==> config.mk <==
export PLATFORM = sky130hd
export DESIGN_NAME = bcd_digit_sequencer
export DESIGN_NICKNAME = d
export VERILOG_FILES = /design/src/rtl/bcd_digit_sequencer.sv
export SDC_FILE = /design/constraint.sdc
export NUM_CORES = 1
export LEC_CHECK = 0
export BUFFER_PORTS_ARGS = -buffer_cell sky130_fd_sc_hd__buf_2
export CORE_MARGIN = 2
export CORE_UTILIZATION = 30
export CTS_BUF_LIST = sky130_fd_sc_hd__clkbuf_8 sky130_fd_sc_hd__clkbuf_16
export DETAILED_ROUTE_END_ITERATION = 8
export GPL_TIMING_DRIVEN = 0
export PLACE_DENSITY = 0.48
export SETUP_SLACK_MARGIN = 0.2
export SYNTH_ARGS = -nofsm -noshare
export SYNTH_HDL_FRONTEND = slang
export SYNTH_SLANG_ARGS = --single-unit
==> constraint.sdc <==
create_clock -name clk -period 4.7 [get_ports clk]
set_clock_uncertainty 0.15 [all_clocks]
set_input_delay 0 -clock clk [delete_from_list [all_inputs] [get_ports clk]]
set_output_delay 0 -clock clk [all_outputs]
set_load 0.1 [all_outputs]
==> src/rtl/bcd_digit_sequencer.sv <==
// bcd_digit_sequencer: multi-cycle packed-BCD adder that handles one decimal
// digit per clock, least significant digit first.
// Build option: define BCD_DIGIT_CHECK_EN to enable the digit validity
// check that drives err. If it is not defined, err is a constant 0.
//
// state | meaning
// IDLE  | waiting for start; sum/cout/err hold the last result
// ADD   | one digit is added on each clock, idx_q selects the digit
module bcd_digit_sequencer #(
  parameter int DIGITS = 4
) (
  input  logic                  clk,
  input  logic                  rst,
  input  logic                  start,
  input  logic [4*DIGITS-1:0]   a,
  input  logic [4*DIGITS-1:0]   b,
  input  logic                  cin,
  output logic [4*DIGITS-1:0]   sum,
  output logic                  cout,
  output logic                  busy,
  output logic                  done,
  output logic                  err
);

  localparam int W  = 4 * DIGITS;
  localparam int IW = (DIGITS > 1) ? $clog2(DIGITS) : 1;

  typedef enum logic {
    IDLE = 1'b0,
    ADD  = 1'b1
  } state_t;

  state_t          state_q, state_d;
  logic [IW-1:0]   idx_q, idx_d;
  logic            carry_q, carry_d;
  logic [W-1:0]    a_q, a_d;
  logic [W-1:0]    b_q, b_d;
  logic [W-1:0]    acc_q, acc_d;
  logic [W-1:0]    sum_q, sum_d;
  logic            cout_q, cout_d;
  logic            done_q, done_d;

  logic [3:0]      a_dig, b_dig, res_dig;
  logic [4:0]      t;
  logic            k;
  logic            last;

  // Add one digit: binary sum, then +6 correction when the sum exceeds 9.
  always_comb begin
    a_dig   = a_q[int'(idx_q)*4 +: 4];
    b_dig   = b_q[int'(idx_q)*4 +: 4];
    t       = {1'b0, a_dig} + {1'b0, b_dig} + {4'b0000, carry_q};
    k       = t[4] | (t[3] & (t[2] | t[1]));
    res_dig = t[3:0] + (k ? 4'd6 : 4'd0);
    last    = (idx_q == IW'(DIGITS - 1));
  end

  // Next-state logic. Partial digits collect in acc_q, and sum_q is loaded
  // only on the final digit, so the output never shows an incomplete sum.
  always_comb begin
    state_d = state_q;
    idx_d   = idx_q;
    carry_d = carry_q;
    a_d     = a_q;
    b_d     = b_q;
    acc_d   = acc_q;
    sum_d   = sum_q;
    cout_d  = cout_q;
    done_d  = 1'b0;
    case (state_q)
      IDLE: begin
        if (start) begin
          state_d = ADD;
          idx_d   = '0;
          carry_d = cin;
          a_d     = a;
          b_d     = b;
          acc_d   = '0;
        end
      end
      ADD: begin
        acc_d[int'(idx_q)*4 +: 4] = res_dig;
        carry_d = k;
        idx_d   = idx_q + 1'b1;
        if (last) begin
          state_d = IDLE;
          idx_d   = '0;
          sum_d   = acc_d;
          cout_d  = k;
          done_d  = 1'b1;
        end
      end
      default: state_d = IDLE;
    endcase
  end

  // State and datapath registers. Reset clears everything, including any
  // operation in progress.
  always_ff @(posedge clk or posedge rst) begin
    if (rst) begin
      state_q <= IDLE;
      idx_q   <= '0;
      carry_q <= 1'b0;
      a_q     <= '0;
      b_q     <= '0;
      acc_q   <= '0;
      sum_q   <= '0;
      cout_q  <= 1'b0;
      done_q  <= 1'b0;
    end else begin
      state_q <= state_d;
      idx_q   <= idx_d;
      carry_q <= carry_d;
      a_q     <= a_d;
      b_q     <= b_d;
      acc_q   <= acc_d;
      sum_q   <= sum_d;
      cout_q  <= cout_d;
      done_q  <= done_d;
    end
  end

  assign sum  = sum_q;
  assign cout = cout_q;
  assign done = done_q;
  assign busy = (state_q == ADD);

`ifdef BCD_DIGIT_CHECK_EN
  logic flag_q, flag_d;
  logic err_q, err_d;
  logic bad_dig;

  // The sticky flag records any non-BCD operand digit. It is published to err
  // on the final digit, and that final digit counts toward the flag.
  always_comb begin
    bad_dig = (a_dig > 4'd9) | (b_dig > 4'd9);
    flag_d  = flag_q;
    err_d   = err_q;
    if (state_q == IDLE) begin
      if (start) flag_d = 1'b0;
    end else begin
      flag_d = flag_q | bad_dig;
      if (last) err_d = flag_q | bad_dig;
    end
  end

  // Validity flag and err output registers.
  always_ff @(posedge clk or posedge rst) begin
    if (rst) begin
      flag_q <= 1'b0;
      err_q  <= 1'b0;
    end else begin
      flag_q <= flag_d;
      err_q  <= err_d;
    end
  end

  assign err = err_q;
`else
  assign err = 1'b0;
`endif

endmodule

# Yosys cells after proc, flatten, opt, wreduce, memory -nomap -nowiden
# Cells that the tools add are included.
[word_totals]
input_bits = 36
register_bits = 70
word_cells = 40
[classes]
n_shift = 4
n_addsub = 5
mux = 14
reduce_logical = 2
eq_ne = 2
bitwise_logic = 4
[op_table]
columns = ["operator", "count"]
rows = [
  ["$neg 4->33", 1],
  ["$shift 4x33->16 const A", 1],
  ["$shiftx 4x33->16", 1],
  ["$pmux 16 s2", 1],
  ["$shiftx 16x5->4", 2],
  ["$bwmux 16", 1],
  ["$mux 16", 1],
  ["$add 4x4->5", 1],
  ["$add 5x1->5", 1],
  ["$mux 1", 5],
  ["$add 4x3->4", 1],
  ["$mux 2", 2],
  ["$pmux 1 s2", 2],
  ["$pmux 2 s2", 1],
  ["$reduce_and 2->1", 2],
  ["$mux 3", 1],
  ["$add 2x1->2 const B", 1],
  ["$eq 2x2->1 const B", 1],
  ["$ne 2x2->1 const B", 1],
  ["$or 1x1->1", 2],
  ["$and 1x1->1", 1],
  ["$not 1->1", 1],
]

# Longest topological paths before layout
# Gate-level depths: netlist of the first run.
[depth]
depth_word = 11
depth_mapped = 13

# Worst setup path after synthesis of the first run
# No wires, ideal clock.
[synth_timing]
path_kind = "flip-flop to flip-flop"
start = "register idx_q[0]"
end = "register acc_q[3]"
path_stages_with_launch = 14
synth_period_minus_slack_ps = 4097
arrival_ps = 3826
path_slack_ps = 603
n_path_buf = 1
path_cell_list = "dfrtp_1 buf_4 mux4_2 fa_1 fa_1 xnor2_1 nor2b_4 o31ai_4 ha_1 inv_1 fa_1 xnor2_1 xnor2_1 a32o_1"
[synth_via]
elab_chain_cells = 11
[synth_lines]
columns = ["element", "line", "text"]
rows = [
  ["from (decl)", "34", "logic [IW-1:0] idx_q, idx_d;"],
  ["from (signal assigned)", "112", "idx_q <= idx_d;"],
  ["$shiftx 16x5->4 (on tied branches)", "50, 51", ""],
  ["$add 4x4->5 *", "52", "t = {1'b0, a_dig} + {1'b0, b_dig} + {4'b0000, carry_q};"],
  ["$add 5x1->5 *", "52", ""],
  ["$or 1x1->1", "53", "k = t[4] | (t[3] & (t[2] | t[1]));"],
  ["$and 1x1->1", "53", ""],
  ["$or 1x1->1 *", "53", ""],
  ["net k", "45", "logic k;"],
  ["$mux 3 *", "54", "res_dig = t[3:0] + (k ? 4'd6 : 4'd0);"],
  ["$add 4x3->4 *", "54", ""],
  ["$shiftx 4x33->16 *", "82", "acc_d[int'(idx_q)*4 +: 4] = res_dig;"],
  ["$bwmux 16 *", "82", ""],
  ["$pmux 16 s2 *", "70", "case (state_q)"],
  ["to (signal assigned)", "106", "acc_q <= '0;"],
  ["to (signal assigned)", "116", "acc_q <= acc_d;"],
  ["to (decl)", "38", "logic [W-1:0] acc_q, acc_d;"],
]
# Mark *: on every way through the listed nets, which the timed path passes. The rest lies on a longest branch.
# A chain may end at the register's enable or synchronous reset.

# Worst setup path after layout of the first run
# Same ends and word-level chain as after synthesis.

==> results.txt, run 1 <==
Mean area per synthesized cell = 12.8 um^2
Starting Density = 30.4%
Synth top area share = 50.9%
Via count = 2425
Global route overflow = 0
Slowest cell on the critical path = mux4_2
RSZ-0062 raised after global routing = false
Largest net degree at the start of global routing = 40
Async SR Flop Fraction = 100%
Setup TNS = 0 ns
Number of max-cap violations = 0
Die H = 111 um
Final worst slack = 0.463 ns
Sequential share of the synthesized area = 50.9%
Post-synth EDFFs = 0
Share of cells above drive strength 1 = 28.8%
Register-to-Register Setup Slack = 0.46 ns
Synthesized Nets = 317
CORE AREA = 11300 um^2
CP max FO = 10
Achievable Freq = 0.236 GHz
Register bit total from synthesis = 70
Hold Slack = 0.0740 ns
Post-synth top area cell = dfrtp_1
Clock latency on the worst-skew pair = 0.33 ns
Clock Tree Buf Depth = 2
Crit. End Element = flip-flop
Std-Cell Rows = 39
Unique masters post-synth = 41
H-tree level count = 3
Critical Path AT = 4.30 ns
Critical path's largest stage delay = 0.55 ns
IO buf count = 54
Chip Width = 111 um
Final worst-path cycle share = 90.2%
Pre-antenna DRT Iters = 4
Tmin final = 4.24 ns
HPWL after detailed placement = 5.49 mm
Final RePlAce weighted congestion = 0.713
Worst endpoint required time = 4.77 ns
Worst-path clk slew = 0.05 ns
Ys Warns = 0
Hold Path Class = input pin to asynchronous set/reset pin
Drt drc = 0
Most common flop cell mapped by yosys = dfrtp_1
Nets = 423
Post-DR wirelength/cell = 15.0 um
CP Launch Type = flip-flop
DR iter-0 viols = 57
# setup viols final = 0
Syn Std Cell Area = 3440 um^2
Critical Path, Cell by Cell = buf_8, mux4_2, fa_2, fa_1, xnor2_1, nor2b_4, o31ai_4, ha_1, inv_1, fa_1, xnor2_2, xnor2_2, a32o_1
Antenna violations before repair = 0
IO Pins = 56
Dpl ws = 0.00591 ns
Final Hold Viols = 0
CTS tree = done
Area delta synth->final = 34.3%
Tot GR Track Use = 13.8%
Total die area = 12300 um^2
Top cells by area, synth = dfrtp_1 (51%), mux2_1 (10%), mux4_2 (5.2%), ha_1 (3.6%), a21oi_1 (2.6%)
Final WL = 7.81 mm
CTS Sinks = 70
Clock root buffer = clkbuf_16
DRT antenna net count = 0
Number of diodes = 0
CTS buffer count = 9
Max-slew violation count = 0
Fillers = 1082
Vias in the first global route = 2606
Status = completed
First-pass GRT wire length = 13.3 mm
Mapped Cells = 268
Vias per inst = 4.65
WS Path Type = flip-flop to flip-flop
[flip-flops by register name, indices dropped and copies added, names as in the netlist]
| register | cells |
|---|---|
| idx_q | 2 |
| sum | 16 |
| cout | 1 |
| done | 1 |
| a_q | 16 |
| busy | 1 |
| acc_q | 16 |
| b_q | 16 |
| carry_q | 1 |
[cells by family after synthesis]
family	synth area share, %
xor+xnor	1.02
mux	20.3
compound gates	9.71
buf+inv	3.42
fa+ha+maj	5.38
flops	50.9
other cells	0.109
simple gates	9.13
[routing by layer]
| metal | GRT usage [%] | part of all wire, % |
|---|---|---|
| met5 | 0 | 0 |
| met2 | 22.5 | 49 |
| met1 | 17.5 | 46 |
| met3 | 4.16 | 3.6 |
| met4 | 4.44 | 1.4 |
[cell usage after synthesis, drive strengths merged, types with 4 or more instances]
master,count
mux2,39
a32o,4
clkbuf,5
dfrtp,70
o22ai,4
ha,10
nand2b,10
mux4,8
mux2i,8
nor2b,10
o31ai,10
nor3b,4
a21oi,19
inv,9
nand2,16
buf,10
o21ai,9
[area by class of cell]
type	instances	area, um^2	share of cell area [%]
Sequential cell	70	1750	37.9
Multi-Input combinational cell	173	1600	34.6
Timing Repair Buffer	95	678	14.7
Clock buffer	10	239	5.17
Tap cell	143	179	3.87
Buffer	15	88.8	1.92
Clock inverter	5	45.0	0.975
Inverter	10	40.0	0.867
[metrics by stage]
stage          std cells  area, um^2  util, %
2_1_floorplan        268        3440        -
3_3_place_gp         465        3890     34.4
3_5_place_dp         466        3910     34.6
4_1_cts              516        4580     40.4
5_1_grt              521        4620     40.8
6_report             521        4620     40.8
[layout by cell type (no fill, tap or decap), types with 3 or more instances in the layout]
| cell | n |
|---|---|
| mux4_2 | 8 |
| buf_4 | 9 |
| nor3b_1 | 4 |
| clkbuf_16 | 9 |
| nand2_1 | 16 |
| o31ai_1 | 9 |
| a21oi_1 | 18 |
| ha_1 | 10 |
| mux2_2 | 7 |
| dfrtp_1 | 69 |
| inv_1 | 11 |
| dlygate4sd3_1 | 35 |
| o21ai_1 | 8 |
| nand2b_1 | 10 |
| o22ai_1 | 4 |
| mux2i_1 | 8 |
| buf_2 | 58 |
| mux2_1 | 32 |
| clkbuf_1 | 4 |
| a32o_1 | 4 |
| nor2b_1 | 9 |
| nand4bb_1 | 3 |
[critical path: cells and delay by family (launching register included)]
family	cells	cell delay (ns)
buffers and inverters	2	0.24
xor gates and xnor gates	3	0.62
adders and majority gates	4	1.44
muxes	1	0.55
AOI/OAI and AO/OA	2	0.53
and+or+nand+nor	1	0.15
DFF	1	0.45
[final timing paths]
path,startpoint,endpoint,cells after the start
hold reg to reg,sum[1],sum[1],2
hold / removal,rst,b_q[4],3
max in group asynchronous,rst,idx_q[1],4
setup reg to reg,idx_q[0],acc_q[3],13
setup / recovery,idx_q[0],acc_q[3],13
min in group clk,a[13],a_q[13],3
[what timing repair did]
action,CTS,global route
hold buffers,35,0
pin swaps,0,1
resized for setup,6,2
buffers inserted,0,5
endpoints found under the hold margin,107,0
setup endpoints to repair,12,8
Power of run 1 is not shown: default switching activity piles up to over one toggle a cycle in this logic, so the estimate is an artifact.
==> run 2, diff against run 1 <==
Settings changed: BUFFER_PORTS_ARGS -buffer_cell sky130_fd_sc_hd__buf_2 to -buffer_cell sky130_fd_sc_hd__clkbuf_2.
==> results.txt, run 2 (synthesized netlist as in run 1, its figures left out) <==
Std-Cell Rows = 39
Tot GR Track Use = 14.0%
Critical path's largest stage delay = 0.56 ns
IO Pins = 56
WS Path Type = flip-flop to flip-flop
Vias per inst = 4.68
Chip Width = 111 um
Hold Path Class = input pin to flip-flop
Largest net degree at the start of global routing = 57
CTS buffer count = 9
Pre-antenna DRT Iters = 4
Total die area = 12300 um^2
Status = completed
CP top delay family = adder cells
Number of max-cap violations = 0
Clock latency on the worst-skew pair = 0.33 ns
Fillers = 1127
Worst slew pin tran = 0.550 ns
Worst-path clk slew = 0.06 ns
Worst path bufs/invs = 2
Final RePlAce weighted congestion = 0.734
IO buf count = 54
DR iter-0 viols = 61
HPWL after detailed placement = 5.53 mm
Commonest non-fill, non-tap cell in the layout = dfrtp_1
Drt drc = 0
Final WL = 7.96 mm
DRT antenna net count = 0
CORE AREA = 11300 um^2
Tmin final = 4.26 ns
Global route overflow = 0
Setup TNS = 0 ns
Max-slew violation count = 0
Commonest non-fill, non-tap cells in the layout = dfrtp_1 (69), clkbuf_2 (55), dlygate4sd3_1 (36)
Post-DR wirelength/cell = 15.3 um
CP max FO = 10
Antenna violations before repair = 0
Worst endpoint required time = 4.77 ns
Starting Density = 30.4%
CTS tree = done
CP Launch Type = flip-flop
Multi-input logic area = 1590 um^2
Register area = 1750 um^2
Number of diodes = 0
Clock root buffer = clkbuf_16
CTS Sinks = 70
Via count = 2431
Share of cells above drive strength 1 = 29.0%
Achievable Freq = 0.235 GHz
RSZ-0062 raised after global routing = false
Vias in the first global route = 2679
Die H = 111 um
First-pass GRT wire length = 13.6 mm
Clock Tree Buf Depth = 2
Max_slew headroom = 63.5%
Critical Path AT = 4.33 ns
Final Hold Viols = 0
Crit. End Element = flip-flop
Critical Path, Cell by Cell = buf_6, mux4_2, fa_1, fa_1, xnor2_1, nor2b_4, o31ai_4, ha_1, inv_1, fa_1, xnor2_2, xnor2_2, a32o_1
Area delta synth->final = 35.9%
Final worst-path cycle share = 90.6%
Slowest cell on the critical path = mux4_2
H-tree level count = 3
# setup viols final = 0
Critical Path Most Common Cell = fa_1
Nets = 420
## run 2: layout make-up
class                           count  share of cell area [%]
Clock inverter                      5                    2.25
Clock buffer                       11                    5.41
Timing Repair Buffer               92                    14.2
Inverter                           10                   0.857
Buffer                             15                    1.82
Sequential cell                    70                    37.5
Multi-Input combinational cell    173                    34.1
Tap cell                          143                    3.83
## run 2: path summary, 6_finish.rpt
check                                end  slack [ns]     start  depth (start not counted)
worst min register to register    b_q[6]        0.33    b_q[6]                          1
max in group asynchronous       idx_q[0]        3.27       rst                          5
min in group asynchronous         b_q[4]        0.57       rst                          4
worst max-delay path            acc_q[3]        0.44  idx_q[0]                         13
worst min-delay path             b_q[15]        0.27     b[15]                          3
worst max register to register  acc_q[3]        0.44  idx_q[0]                         13
## run 2: metrics by stage
| step | worst slack (ns) | cell area (um^2) | hold slack [ns] | instances | util [%] |
|---|---|---|---|---|---|
| floorplan | 0.603 | 3440 | -0.0153 | 268 | - |
| CTS | 0.334 | 4650 | 0.251 | 519 | 41.1 |
| finish | 0.441 | 4670 | 0.268 | 519 | 41.3 |
| global route | 0.205 | 4670 | 0.275 | 519 | 41.3 |
| global placement | 0.0253 | 3890 | 0.0667 | 465 | 34.4 |
| detailed placement | -0.0280 | 3920 | -0.209 | 466 | 34.6 |
## run 2: layer usage
metal | vias up | wire, um | GRT usage (%)
li1 | 1168 | - | -
met1 | 1195 | 3640 | 17.2
met2 | 58 | 3900 | 24.1
met3 | 10 | 312 | 3.72
met4 | 0 | 115 | 4.69
met5 | - | 0 | 0
## run 2: repair_timing
action,4_1_cts,5_1_grt
hold endpoints to repair,107,0
resized for setup,3,3
setup endpoints to repair,12,8
hold buffers,36,0
buffers inserted,1,0
## run 2: worst min-delay path, delay by kind of cell
| family | cells | cell delay, ns |
|---|---|---|
| buffers and inverters | 2 | 0.61 |
| multiplexers | 1 | 0.11 |
Power of run 2 is left out for the same reason.
==> run 3, diff against run 2 <==
--- a/config.mk
+++ b/config.mk
@@ -8,9 +8,9 @@
 export BUFFER_PORTS_ARGS = -buffer_cell sky130_fd_sc_hd__clkbuf_2
 export CORE_MARGIN = 2
-export CORE_UTILIZATION = 30
+export CORE_UTILIZATION = 55
 export CTS_BUF_LIST = sky130_fd_sc_hd__clkbuf_8 sky130_fd_sc_hd__clkbuf_16
 export DETAILED_ROUTE_END_ITERATION = 8
 export GPL_TIMING_DRIVEN = 0
-export PLACE_DENSITY = 0.48
+export PLACE_DENSITY = 0.78
 export SETUP_SLACK_MARGIN = 0.2
 export SYNTH_ARGS = -nofsm -noshare
--- a/constraint.sdc
+++ b/constraint.sdc
@@ -3,3 +3,3 @@
 set_input_delay 0 -clock clk [delete_from_list [all_inputs] [get_ports clk]]
 set_output_delay 0 -clock clk [all_outputs]
-set_load 0.1 [all_outputs]
+set_load 0.01 [all_outputs]
==> results.txt, run 3 (synthesized netlist as in run 1, its figures left out) <==
Status = completed
RR Endpoint = acc_q[3]
Vias in the first global route = 2658
Die H = 83.1 um
RSZ-0062 raised after global routing = false
H-tree level count = 3
Global route overflow = 0
Commonest non-fill, non-tap cell in the layout = dfrtp_1
Clock latency on the worst-skew pair = 0.34 ns
Achievable Freq = 0.235 GHz
Pre-antenna DRT Iters = 4
Final WL = 7.64 mm
Via count = 2473
Std-Cell Rows = 28
CP Launch Type = flip-flop
Worst-path clk slew = 0.07 ns
Commonest non-fill, non-tap cells in the layout = dfrtp_1 (69), clkbuf_2 (55), dlygate4sd3_1 (35)
RR Startpoint = idx_q[0]
Tot GR Track Use = 23.4%
Fillers = 409
Dpl ws = 0.0935 ns
Share of cells above drive strength 1 = 29.3%
Critical Path AT = 4.33 ns
Number of max-cap violations = 0
CTS tree = done
Drt drc = 0
IO Pins = 56
Antenna violations before repair = 0
Final Hold Viols = 0
HPWL after detailed placement = 4.72 mm
Largest net degree at the start of global routing = 71
First-pass GRT wire length = 12.8 mm
Chip Width = 83.1 um
CTS buffer count = 9
Final RePlAce weighted congestion = 0.836
Post-DR wirelength/cell = 16.9 um
Crit. End Element = flip-flop
Clock Tree Buf Depth = 2
Register-to-Register Setup Slack = 0.45 ns
Non-Filler Instances = 451
Tmin final = 4.25 ns
Crit. Startpoint = idx_q[0]
Final worst slack = 0.453 ns
Max_slew headroom = 43.3%
Crit path to = acc_q[3]
Worst slew pin tran = 0.850 ns
CTS Sinks = 70
DR iter-0 viols = 140
Number of diodes = 0
Clock root buffer = clkbuf_8
Max-slew violation count = 0
Final worst-path cycle share = 90.4%
Nets = 421
CP max FO = 10
DRT antenna net count = 0
Worst R2R Path Depth = 13
Starting Density = 57.4%
Total die area = 6900 um^2
Placed Cells = 397
Area delta synth->final = 28.6%
CORE AREA = 5990 um^2
Setup TNS = 0 ns
WS Path Type = flip-flop to flip-flop
Vias per inst = 5.48
Worst endpoint required time = 4.78 ns
Hold Path Class = input pin to asynchronous set/reset pin
# setup viols final = 0
IO buf count = 54
run 3: worst min path at each step:
| stage | from | to | slack, ns | cells past startpoint |
|---|---|---|---|---|
| floorplan | b[0] | b_q[0] | -0.02 | 1 |
| global placement | b[15] | b_q[15] | 0.07 | 2 |
| detailed placement | rst | b_q[10] | 0.07 | 2 |
| CTS | b[7] | b_q[7] | 0.25 | 3 |
| global route | b[5] | b_q[5] | 0.27 | 3 |
| finish | rst | b_q[2] | 0.23 | 3 |
run 3: final cells by class:
cell class / count / area, um^2 / area share (%)
flip-flops and latches: 70 / 1750 / 39.6
clock inverters: 3 / 42.5 / 0.962
plain buffers: 15 / 85.1 / 1.92
multi-input cells: 173 / 1590 / 36.0
repair buffers: 93 / 651 / 14.7
well taps: 75 / 93.8 / 2.12
clock buffers: 12 / 165 / 3.73
inverters: 10 / 40.0 / 0.905
run 3: what timing repair did:
action / CTS / global route
endpoints found under the hold margin: 107 / 0
setup endpoints to repair: 8 / 10
buffers inserted: 0 / 4
gates resized for setup: 1 / 6
hold buffers: 35 / 0
run 3: worst max-delay path, cell delays in order (launching register included):
cell     delay (ns)
dfrtp_2        0.43
buf_6          0.20
mux4_2         0.54
fa_1           0.47
fa_1           0.43
xnor2_1        0.18
nor2b_4        0.15
o31ai_4        0.25
ha_1           0.20
inv_1          0.05
fa_1           0.39
xnor2_2        0.26
xnor2_2        0.14
a32o_1         0.27
run 3: through the flow:
stage               utilization, %  cell area (um^2)  hold WS (ns)
floorplan                        -              3440       -0.0153
global placement              63.5              3800        0.0657
detailed placement            63.6              3810        0.0708
CTS                           72.9              4370         0.253
global route                  73.9              4420         0.269
finish                        73.9              4420         0.229
run 3: routing by layer:
layer  track usage [%]  up-vias  part of all wire, %
met4              8.35        0                  2.1
met1              28.6     1229                   42
met3              5.96       17                  4.0
met5                 0        -                    0
li1                  -     1165                    -
met2              40.3       62                   52
Power of run 3 is left out for the same reason.
